[config.mk]
export PLATFORM = sky130hd
export DESIGN_NAME = spi_reg_bridge
export DESIGN_NICKNAME = d
export VERILOG_FILES = /design/src/rtl/spi_reg_bridge.sv
export SDC_FILE = /design/constraint.sdc
export NUM_CORES = 1
export LEC_CHECK = 0
export CAP_MARGIN = 20
export CORE_MARGIN = 3
export CORE_UTILIZATION = 61
export CTS_BUF_LIST = sky130_fd_sc_hd__clkbuf_16
export CTS_CLUSTER_DIAMETER = 80
export CTS_CLUSTER_SIZE = 30
export DETAILED_ROUTE_END_ITERATION = 10
export GPL_TIMING_DRIVEN = 0
export PLACE_DENSITY = 0.85
export SETUP_SLACK_MARGIN = 0.1
export SLEW_MARGIN = 0
export SYNTH_ARGS = -nofsm -noshare
export SYNTH_HDL_FRONTEND = slang
export SYNTH_SLANG_ARGS = --single-unit
[constraint.sdc]
create_clock -name clk -period 5.7 [get_ports clk]
set_input_delay 0.57 -clock clk [delete_from_list [all_inputs] [get_ports clk]]
set_output_delay 0.57 -clock clk [all_outputs]
set_load 0.005 [all_outputs]
[src/rtl/spi_reg_bridge.sv]
// SPI mode-0 slave bridge: decodes MCU write frames into a paced register-write word,
// and shifts a status word back. All logic runs on clk; the SPI pins are synchronized.
module spi_reg_bridge #(
    parameter int SYNC_STAGES = 2,
    parameter int HOLD_CYCLES = 256
) (
    input  logic        clk,
    input  logic        reset_n,
    input  logic        spi_sck,
    input  logic        spi_cs_n,
    input  logic        spi_mosi,
    output logic        spi_miso,
    output logic        spi_miso_oe,
    output logic [11:0] wr_reg,
    output logic [3:0]  wr_reg_addr,
    output logic        wr_reg_changed,
    input  logic [31:0] status_reg,
    output logic        overrun,
    output logic [1:0]  fsm_state
);
    localparam int HW = $clog2(HOLD_CYCLES + 1);
    localparam logic [HW-1:0] HOLD_RELOAD = HW'(HOLD_CYCLES - 1);

    localparam logic [1:0] IDLE  = 2'd0;
    localparam logic [1:0] CMD   = 2'd1;
    localparam logic [1:0] WDATA = 2'd2;
    localparam logic [1:0] RDATA = 2'd3;

    logic [SYNC_STAGES-1:0] sck_sync, cs_sync, mosi_sync;
    logic sck_prev, cs_prev;
    logic sck_s, cs_s, mosi_s, sck_rise, sck_fall, cs_rise, cs_fall;

    logic [1:0]  state;
    logic [4:0]  bit_cnt;
    logic [6:0]  cmd_sr;
    logic [10:0] data_sr;
    logic [3:0]  addr;
    logic        latch_req;
    logic        word_valid;
    logic [15:0] word;

    logic [31:0] rd_sr, rd_src;
    logic        rd_first;

    logic [HW-1:0] hold_cnt;
    logic          pend_valid;
    logic [15:0]   pend_word;
    logic          commit_now;
    logic [15:0]   commit_word;
    logic          ovr_set, ovr_clr;

    always_ff @(posedge clk or negedge reset_n) begin
        if (!reset_n) begin
            sck_sync  <= '0;
            cs_sync   <= '1;
            mosi_sync <= '0;
            sck_prev  <= 1'b0;
            cs_prev   <= 1'b1;
        end else begin
            sck_sync  <= {sck_sync[SYNC_STAGES-2:0], spi_sck};
            cs_sync   <= {cs_sync[SYNC_STAGES-2:0], spi_cs_n};
            mosi_sync <= {mosi_sync[SYNC_STAGES-2:0], spi_mosi};
            sck_prev  <= sck_s;
            cs_prev   <= cs_s;
        end
    end

    assign sck_s    = sck_sync[SYNC_STAGES-1];
    assign cs_s     = cs_sync[SYNC_STAGES-1];
    assign mosi_s   = mosi_sync[SYNC_STAGES-1];
    assign sck_rise = sck_s & ~sck_prev;
    assign sck_fall = ~sck_s & sck_prev;
    assign cs_rise  = cs_s & ~cs_prev;
    assign cs_fall  = ~cs_s & cs_prev;

    assign spi_miso_oe = ~cs_s;
    assign fsm_state   = state;

    always_ff @(posedge clk or negedge reset_n) begin
        if (!reset_n) begin
            state      <= IDLE;
            bit_cnt    <= '0;
            cmd_sr     <= '0;
            data_sr    <= '0;
            addr       <= '0;
            latch_req  <= 1'b0;
            word_valid <= 1'b0;
            word       <= '0;
        end else begin
            latch_req  <= 1'b0;
            word_valid <= 1'b0;
            if (cs_rise) begin
                state <= IDLE;
            end else begin
                case (state)
                    IDLE: if (cs_fall) begin
                        state   <= CMD;
                        bit_cnt <= '0;
                    end
                    CMD: if (sck_rise) begin
                        cmd_sr  <= {cmd_sr[5:0], mosi_s};
                        bit_cnt <= bit_cnt + 5'd1;
                        if (bit_cnt == 5'd7) begin
                            addr    <= {cmd_sr[2:0], mosi_s};
                            bit_cnt <= '0;
                            if (cmd_sr[6]) begin
                                state <= WDATA;
                            end else begin
                                state     <= RDATA;
                                latch_req <= 1'b1;
                            end
                        end
                    end
                    // Bits past the 16th are ignored until cs_n rises.
                    WDATA: if (sck_rise && bit_cnt < 5'd16) begin
                        data_sr <= {data_sr[9:0], mosi_s};
                        bit_cnt <= bit_cnt + 5'd1;
                        if (bit_cnt == 5'd15) begin
                            word_valid <= 1'b1;
                            word       <= {addr, data_sr, mosi_s};
                        end
                    end
                    default: ;
                endcase
            end
        end
    end

    always_comb begin
        rd_src = 32'd0;
        if (addr == 4'h0)      rd_src = status_reg;
        else if (addr == 4'hF) rd_src = {31'd0, overrun};
    end

    // The latch presents bit 31 immediately, so the sck fall that ends the cmd byte is skipped.
    always_ff @(posedge clk or negedge reset_n) begin
        if (!reset_n) begin
            spi_miso <= 1'b0;
            rd_sr    <= '0;
            rd_first <= 1'b0;
        end else if (cs_s) begin
            spi_miso <= 1'b0;
            rd_first <= 1'b0;
        end else if (latch_req) begin
            spi_miso <= rd_src[31];
            rd_sr    <= {rd_src[30:0], 1'b0};
            rd_first <= 1'b1;
        end else if (state != RDATA) begin
            spi_miso <= 1'b0;
        end else if (sck_fall) begin
            if (rd_first) begin
                rd_first <= 1'b0;
            end else begin
                spi_miso <= rd_sr[31];
                rd_sr    <= {rd_sr[30:0], 1'b0};
            end
        end
    end

    always_comb begin
        commit_now  = 1'b0;
        commit_word = pend_word;
        if (hold_cnt == '0) begin
            if (pend_valid) begin
                commit_now = 1'b1;
            end else if (word_valid) begin
                commit_now  = 1'b1;
                commit_word = word;
            end
        end
    end

    assign ovr_set = word_valid && (hold_cnt != '0) && pend_valid;
    assign ovr_clr = latch_req && (addr == 4'hF);

    always_ff @(posedge clk or negedge reset_n) begin
        if (!reset_n) begin
            wr_reg         <= '0;
            wr_reg_addr    <= '0;
            wr_reg_changed <= 1'b0;
            hold_cnt       <= '0;
            pend_valid     <= 1'b0;
            pend_word      <= '0;
            overrun        <= 1'b0;
        end else begin
            if (commit_now) begin
                wr_reg         <= commit_word[11:0];
                wr_reg_addr    <= commit_word[15:12];
                wr_reg_changed <= ~wr_reg_changed;
                hold_cnt       <= HOLD_RELOAD;
            end else if (hold_cnt != '0) begin
                hold_cnt <= hold_cnt - 1'b1;
            end
            // A new word buffers unless it commits directly this cycle.
            if (word_valid && !((hold_cnt == '0) && !pend_valid)) begin
                pend_valid <= 1'b1;
                pend_word  <= word;
            end else if (commit_now) begin
                pend_valid <= 1'b0;
            end
            if (ovr_set)      overrun <= 1'b1;
            else if (ovr_clr) overrun <= 1'b0;
        end
    end
endmodule

==> results of run 1 <==
## final cells by class
cell class	instances	area share [%]
Tap cell	129	2.24
Clock inverter	15	2.07
Inverter	16	0.833
Buffer	30	1.79
Multi-Input combinational cell	341	32.9
Timing Repair Buffer	59	8.45
Sequential cell	132	45.9
Clock buffer	17	5.90
## final timing paths
check	to	slack [ns]
setup / recovery	pend_word[14]	3.15
hold / removal	hold_cnt[2]	0.07
setup reg to reg	pend_word[14]	3.15
hold reg to reg	mosi_sync[1]	0.35
max in group asynchronous	cs_sync[1]	4.85
min in group clk	mosi_sync[1]	0.35
## layer usage
metal	track usage, %	vias to the layer above	part of all wire [%]
li1	-	2007	-
met1	31.8	2130	41
met2	42.5	154	51
met3	7.64	24	6.1
met4	8.07	0	1.6
met5	0	-	0
## critical path: stages (launching register included)
cell and delay [ns]:
dfrtp_1 0.42, inv_1 0.08, ha_1 0.19, nor3b_2 0.35, nand3_1 0.22, o21ai_2 0.44, buf_2 0.36, mux2_2 0.37
## cell usage in the layout (no fill, tap or decap), types with 3 or more instances in the layout
cell / instances
dfrtp_1: 129
clkdlybuf4s50_1: 57
o21ai_0: 56
nor2b_1: 48
mux2_2: 46
nand2_1: 43
a21oi_1: 34
clkbuf_1: 26
a22oi_1: 17
a31oi_1: 17
clkbuf_16: 17
inv_1: 16
mux2_4: 9
ha_1: 9
nand3_1: 7
nor2_1: 6
inv_6: 6
clkinvlp_4: 5
and2_1: 4
buf_6: 3
a32o_1: 3
mux2i_1: 3
o31ai_1: 3
dfstp_2: 3
## per-stage QoR
stage	setup TNS (ns)	util, %	instances	hold WS, ns
finish	0	77.7	739	0.0668
global route	0	77.7	739	0.0929
CTS	0	77.7	739	0.0828
detailed placement	0	71.5	707	0.339
global placement	-114.00	71.2	706	0.333
floorplan	0	-	519	0.274
## kinds of logic (layout without fill, tap and decap cells)
family	after synthesis	after routing	share of synthesized area, %
flip-flops	132	132	56.4
XOR/XNOR	1	1	0.149
adder cells (fa/ha/maj)	9	9	1.92
buffers and inverters	46	137	3.22
AND/OR/NAND/NOR	132	132	12.7
AO/OA/AOI/OAI	141	141	14.0
multiplexers	58	58	11.6
## power by group
| group | internal [mW] | switching, mW |
|---|---|---|
| logic | 0.109 | 0.108 |
| registers | 0.995 | 0.0409 |
| clock network | 0.611 | 0.437 |
==> impl_metrics.toml, run 1 <==
[yosys]
syn_area_um2 = 5860
synth.area.top_cells = "dfrtp_1 55%, mux2_2 8.8%, nor2b_1 5.1%"
ys_ff_latch = 132
yosys.area.top_type = "dfrtp_1"
synth_cell_types = 49
async_flop_share_pct = 100
syn_avg_cell_area_um2 = 11.3
ys_warn_count = 0
synth_top_area_share_pct = 55.0
synth_most_common_cell = "dfrtp_1"
synth_ff_type = "dfrtp_1"
netlist_top_cells_count = "129 x dfrtp_1, 56 x o21ai_0, 48 x nor2b_1"
syn_nets = 565
syn_inst = 519
synth_edf_count = 0
ys_seq_area_share_pct = 56.4

[critical_path]
r2r_cells = 7
start_kind = "flop"
critPathLaunch = "hold_cnt[0]"
end_kind = "flop"
arrival_ns = 2.84
reg2reg_from = "hold_cnt[0]"
cp_max_fo = 10
critPathKind = "reg2reg"
cp.required_ns = 6.00

[die]
die_area_um2 = 10800
coreArea_um2 = 9280
rows = 35
io_pins = 59
die_x_um = 104
die_y_um = 104
initial_core_util_pct = 63.2

[sta]
max-slew-margin-rel_pct = 30.4
hold_viol_final = 0
tightest_slew_ns = 1.02
fin_crit_sh_pct = 44.7
final.min_clock_period_ns = 2.55
worst_slack_ns = 3.15
slew_viol_final = 0
rsz0062_at_grt = "false"
skew_ns = 0.00659
finalSetupViolations = 0
timing.fmax_ghz = 0.393

[pwr]
p_per_area_nw_per_um2 = 319
finalPower_mw = 2.30
ir_drop_uv = 255
power_leakage_nw = 3.36

[clocking]
cts-root-buf = "clkbuf_16"
clk_latency_ns = 0.41
cts-buffers-inserted = 17
htreeDepth = 4
cts_num_sinks = 132
path_clk_slew_ns = 0.06
cts_resized = 0
clk_path_buf_depth = 2
cts_tree = "done"
holdBufCountCts = 0
cts_setup_buffers = 0

[place]
gp_congestion = 0.844
hpwl_um = 8110
numPortBuffers = 58
pre_cts_ws_ns = 3.21
place_area_um2 = 6640

[detailed_routing]
num_vias = 4315
drtPass1Iterations = 6
first_iter_violations = 188
drc_errors = 0
ant_nets = 0
wl_um = 12900
routed_via_density = 5.84
post_drt_wl_per_cell_um = 17.5

[grt]
antenna_found_initial = 0
gr-usage-all-layers_pct = 25.4
grt_max_degree = 89
grt_pass1_vias = 4425
grt_pass1_wl_um = 22100
overflow = 0

[finish]
multi_input_area_um2 = 2370
regMostFlops = "rd_sr"
stdcell_area_um2 = 7210
diodes = 0
drive_above_1_share_pct = 16.9
largest_reg_flops = 31
final_nets = 643
fillers = 553
seq_area_um2 = 3310
top_regs = "rd_sr x31, pend_word x16, word x16"
area_delta_synth_final_pct = 22.9

[run_status]
status = "completed"

[worst_hold_path]
worstHoldPathType = "in2async"

[flow_run]
max_cap_violations = 0
Power figures use the tool's default switching activity.
==> run 2: changes to the inputs <==
- CORE_UTILIZATION: 61 -> 51
- PLACE_DENSITY: 0.85 -> 0.76
- clock period: 5.7 -> 2.15 ns (I/O delays scaled with it)
==> impl_metrics.toml, run 2 (same netlist as run 1, synthesis figures left out) <==
[critical_path]
cp_num_buf_inv = 3
arrival_ns = 2.46
cp_max_fo = 5
end_kind = "flop"
crit_path_top_delay_cell = "dfstp_2"
critPathKind = "reg2reg"
cpPeakStageDelay_ns = 0.54
path_depth = 7
cp_top_family = "simple AND/OR/NAND/NOR gates"
start_kind = "flop"
r2r_cells = 7
cp_cell_sequence = "inv_2, ha_4, or4b_4, or2_1, buf_6, buf_12, mux2_4"
cp.required_ns = 2.44

[finish]
fillers = 785
drive_above_1_share_pct = 21.7
area_delta_synth_final_pct = 28.8
mostFrequentLayoutCells = "129 x dfrtp_1, 57 x clkdlybuf4s50_1, 56 x o21ai_0"
final_nets = 656
top_regs = "rd_sr x31, pend_word x16, word x16"
largest_reg_flops = 31
diodes = 0
regMostFlops = "rd_sr"
multi_input_area_um2 = 2460
seq_area_um2 = 3310
final_common_cell = "dfrtp_1"

[detailed_routing]
post_drt_wl_per_cell_um = 16.9
num_vias = 4363
wl_um = 12900
drc_errors = 0
ant_nets = 0
first_iter_violations = 320
drtPass1Iterations = 7
routed_via_density = 5.73

[run_status]
status = "complete, but fails checks"
violations = "setup timing"

[clocking]
cts_tree = "done"
path_clk_slew_ns = 0.05
clk_latency_ns = 0.41
cts-buffers-inserted = 17
htreeDepth = 4
clk_path_buf_depth = 2
cts_num_sinks = 132
cts-root-buf = "clkbuf_16"

[grt]
gr-usage-all-layers_pct = 20.6
grt_max_degree = 79
overflow = 0
antenna_found_initial = 0
grt_pass1_vias = 4233
grt_pass1_wl_um = 20900

[worst_hold_path]
whs_path_depth = 1
worstHoldPathType = "in2reg"

[sta]
rsz0062_at_grt = "true"
worst_slack_ns = -0.0231
timing.fmax_ghz = 0.460
fin_crit_sh_pct = 101
max-slew-margin-rel_pct = 62.8
tightest_slew_ns = 0.553
slew_viol_final = 0
skew_ns = 0.00941
tns_ns = -0.0831
hold_viol_final = 0
final.min_clock_period_ns = 2.17
finalSetupViolations = 8

[flow_run]
max_cap_violations = 0

[pwr]
ir_drop_uv = 565
power_leakage_nw = 3.55
p_per_area_nw_per_um2 = 848

[die]
die_x_um = 113
coreArea_um2 = 11000
die_y_um = 113
rows = 38
io_pins = 59
die_area_um2 = 12800
initial_core_util_pct = 53.2

[place]
gp_congestion = 0.828
numPortBuffers = 58
pre_cts_ws_ns = -0.237
hpwl_um = 8090
-- run 2: changes by cell type in the layout (fill, tap and decap cells not counted), sizes merged --
cell / previous run / this run
clkinv: 2 / 8
buf: 6 / 18
inv: 23 / 16
clkinvlp: 5 / 1
dlygate4sd3: 0 / 1
bufinv: 1 / 5
-- run 2: cell type report --
class | count | share of cell area, %
clock inverters | 14 | 2.54
multi-input cells | 341 | 32.5
flip-flops and latches | 132 | 43.8
well taps | 140 | 2.32
clock buffers | 17 | 5.63
plain buffers | 29 | 2.30
inverters | 16 | 0.795
repair buffers | 73 | 10.1
-- run 2: worst paths after layout --
path                            slack (ns)    startpoint            to
worst min-delay path                  0.21      spi_cs_n    cs_sync[0]
worst min register to register        0.35  mosi_sync[0]  mosi_sync[1]
worst max-delay path                 -0.02       cs_prev      word[15]
min in group asynchronous             0.32       reset_n   hold_cnt[2]
worst max register to register       -0.02       cs_prev      word[15]
max in group asynchronous             1.09       reset_n      word[15]
-- run 2: what timing repair did --
| action | in CTS | in global routing |
|---|---|---|
| cloned | 1 | 1 |
| gates resized for setup | 19 | 29 |
| endpoints found under the hold margin | 51 | 0 |
| pin swaps | 5 | 5 |
| buffers inserted | 6 | 5 |
| hold buffers | 1 | 0 |
| endpoints found under the setup margin | 54 | 95 |
-- run 2: power breakdown --
part | switching (mW) | internal, mW
sequential | 0.108 | 2.64
combinational | 0.308 | 0.318
clock | 1.01 | 2.02
-- run 2: metal layers --
| metal | vias up | part of all wire (%) | track usage, % | wire [µm] |
|---|---|---|---|---|
| met2 | 108 | 50 | 32.3 | 6420 |
| met1 | 2193 | 44 | 27.6 | 5680 |
| met4 | 0 | 1.8 | 8.17 | 227 |
| met5 | - | 0 | 0 | 0 |
| met3 | 22 | 4.5 | 5.45 | 583 |
| li1 | 2040 | - | - | - |
-- run 2: per-stage QoR --
stage	instance area [µm²]	utilization (%)	hold WS, ns	std cells	power (mW)
after floorplan	5890	-	-0.0806	519	3.11
after global placement	6650	60.3	0.334	717	3.31
after detailed placement	6680	60.5	0.207	718	3.36
after CTS	7430	67.4	0.199	757	6.42
after global routing	7550	68.5	0.222	762	6.66
final	7550	68.5	0.213	762	6.41
==> run 3: changes to the inputs <==
- CELL_PAD_IN_SITES_DETAIL_PLACEMENT: not set -> 0
- CELL_PAD_IN_SITES_GLOBAL_PLACEMENT: not set -> 1
- CORE_UTILIZATION: 51 -> 41
- PLACE_DENSITY: 0.76 -> not set
- PLACE_DENSITY_LB_ADDON: not set -> 0.1
==> impl_metrics.toml, run 3 (same netlist as run 1, synthesis figures left out) <==
[run_status]
status = "complete, but fails checks"
violations = "setup timing"

[detailed_routing]
wl_um = 12700
drc_errors = 0
num_vias = 4168
routed_via_density = 5.22
ant_nets = 0
post_drt_wl_per_cell_um = 15.9
drtPass1Iterations = 4
first_iter_violations = 277

[clocking]
cts_num_sinks = 132
path_clk_slew_ns = 0.06
cts-buffers-inserted = 17
clk_latency_ns = 0.41
htreeDepth = 4
cts-root-buf = "clkbuf_16"
cts_tree = "done"
clk_path_buf_depth = 2

[place]
hpwl_um = 8510
gp_congestion = 0.786
pre_cts_ws_ns = -0.301
numPortBuffers = 58

[critical_path]
critPathKind = "reg2reg"
arrival_ns = 2.46
cp_max_fo = 10
start_kind = "flop"
crit_path_top_delay_cell = "dfstp_2"
cpPeakStageDelay_ns = 0.54
cp_cell_sequence = "inv_2, ha_4, or4b_4, or2_1, buf_6, buf_12, mux2_4"
cp_top_family = "simple AND/OR/NAND/NOR gates"
end_kind = "flop"
cp.required_ns = 2.44
cp_num_buf_inv = 3

[pwr]
ir_drop_uv = 651
power_leakage_nw = 3.56
finalPower_mw = 6.51
p_per_area_nw_per_um2 = 857

[sta]
finalSetupViolations = 9
skew_ns = 0.0125
rsz0062_at_grt = "true"
hold_viol_final = 0
tns_ns = -0.0795
tightest_slew_ns = 0.593
worst_slack_ns = -0.0152
fin_crit_sh_pct = 101
timing.fmax_ghz = 0.462
max-slew-margin-rel_pct = 60.4
slew_viol_final = 0
final.min_clock_period_ns = 2.17

[finish]
fillers = 1211
drive_above_1_share_pct = 21.8
regMostFlops = "rd_sr"
seq_area_um2 = 3310
area_delta_synth_final_pct = 29.5
multi_input_area_um2 = 2460
final_common_cell = "dfrtp_1"
final_nets = 652
diodes = 0
mostFrequentLayoutCells = "129 x dfrtp_1, 57 x clkdlybuf4s50_1, 56 x o21ai_0"
largest_reg_flops = 31
top_regs = "rd_sr x31, pend_word x16, word x16"

[die]
die_area_um2 = 15800
initial_core_util_pct = 42.1
rows = 43
coreArea_um2 = 13900
die_y_um = 126
io_pins = 59
die_x_um = 126

[grt]
grt_max_degree = 91
grt_pass1_vias = 4245
antenna_found_initial = 0
overflow = 0
gr-usage-all-layers_pct = 17.1
grt_pass1_wl_um = 21700

[flow_run]
max_cap_violations = 0

[worst_hold_path]
worstHoldPathType = "in2reg"
[run 3: worst register-to-register path: cells and delay by family (launching register included)]
| kind | cells | cell delay (ns) |
|---|---|---|
| AND/OR/NAND/NOR | 2 | 0.74 |
| buffers and inverters | 3 | 0.31 |
| multiplexers | 1 | 0.29 |
| adder cells (fa/ha/maj) | 1 | 0.16 |
| flip-flops | 1 | 0.54 |
[run 3: timing repair]
item,CTS,global route
setup endpoints to repair,56,92
gates cloned,0,1
resized for setup,21,30
hold buffers,1,0
hold endpoints to repair,42,0
buffers inserted,5,3
pin swaps,4,4
[run 3: area by class of cell]
cell class | count | area share (%)
repair buffers | 69 | 9.49
inverters | 16 | 0.791
well taps | 180 | 2.96
clock inverters | 15 | 3.00
multi-input cells | 341 | 32.4
flip-flops and latches | 132 | 43.5
clock buffers | 17 | 5.60
plain buffers | 29 | 2.27
[run 3: routing by layer]
layer  up-vias  wire [µm]  GRT usage, %
li1       2029          -             -
met1      2061       6380          25.0
met2        60       5750          24.5
met3        18        373          4.14
met4         0        226          6.44
met5         -          0             0
[run 3: through the flow]
step           cells  area [µm²]  hold slack, ns  utilization (%)
2_1_floorplan    519        5890         -0.0806                -
3_3_place_gp     757        6700           0.332             48.1
3_5_place_dp     758        6730           0.167             48.3
4_1_cts          796        7500           0.190             53.9
5_1_grt          799        7600           0.198             54.5
6_report         799        7600           0.206             54.5
[run 3: final timing paths]
| path | from | endpoint | slack [ns] | cells past startpoint |
|---|---|---|---|---|
| max in group asynchronous | reset_n | cs_sync[1] | 1.05 | 3 |
| min | spi_cs_n | cs_sync[0] | 0.21 | 1 |
| max reg2reg | cs_prev | word[15] | -0.02 | 7 |
| min in group asynchronous | reset_n | hold_cnt[2] | 0.29 | 2 |
| max | cs_prev | word[15] | -0.02 | 7 |
| min reg2reg | mosi_sync[0] | mosi_sync[1] | 0.35 | 0 |
[run 3: report_power, final]
group	total (mW)	internal, mW	switching [mW]
Sequential	2.74	2.64	0.104
Combinational	0.605	0.308	0.297
Clock	3.17	2.07	1.10
Total	6.51	5.01	1.50
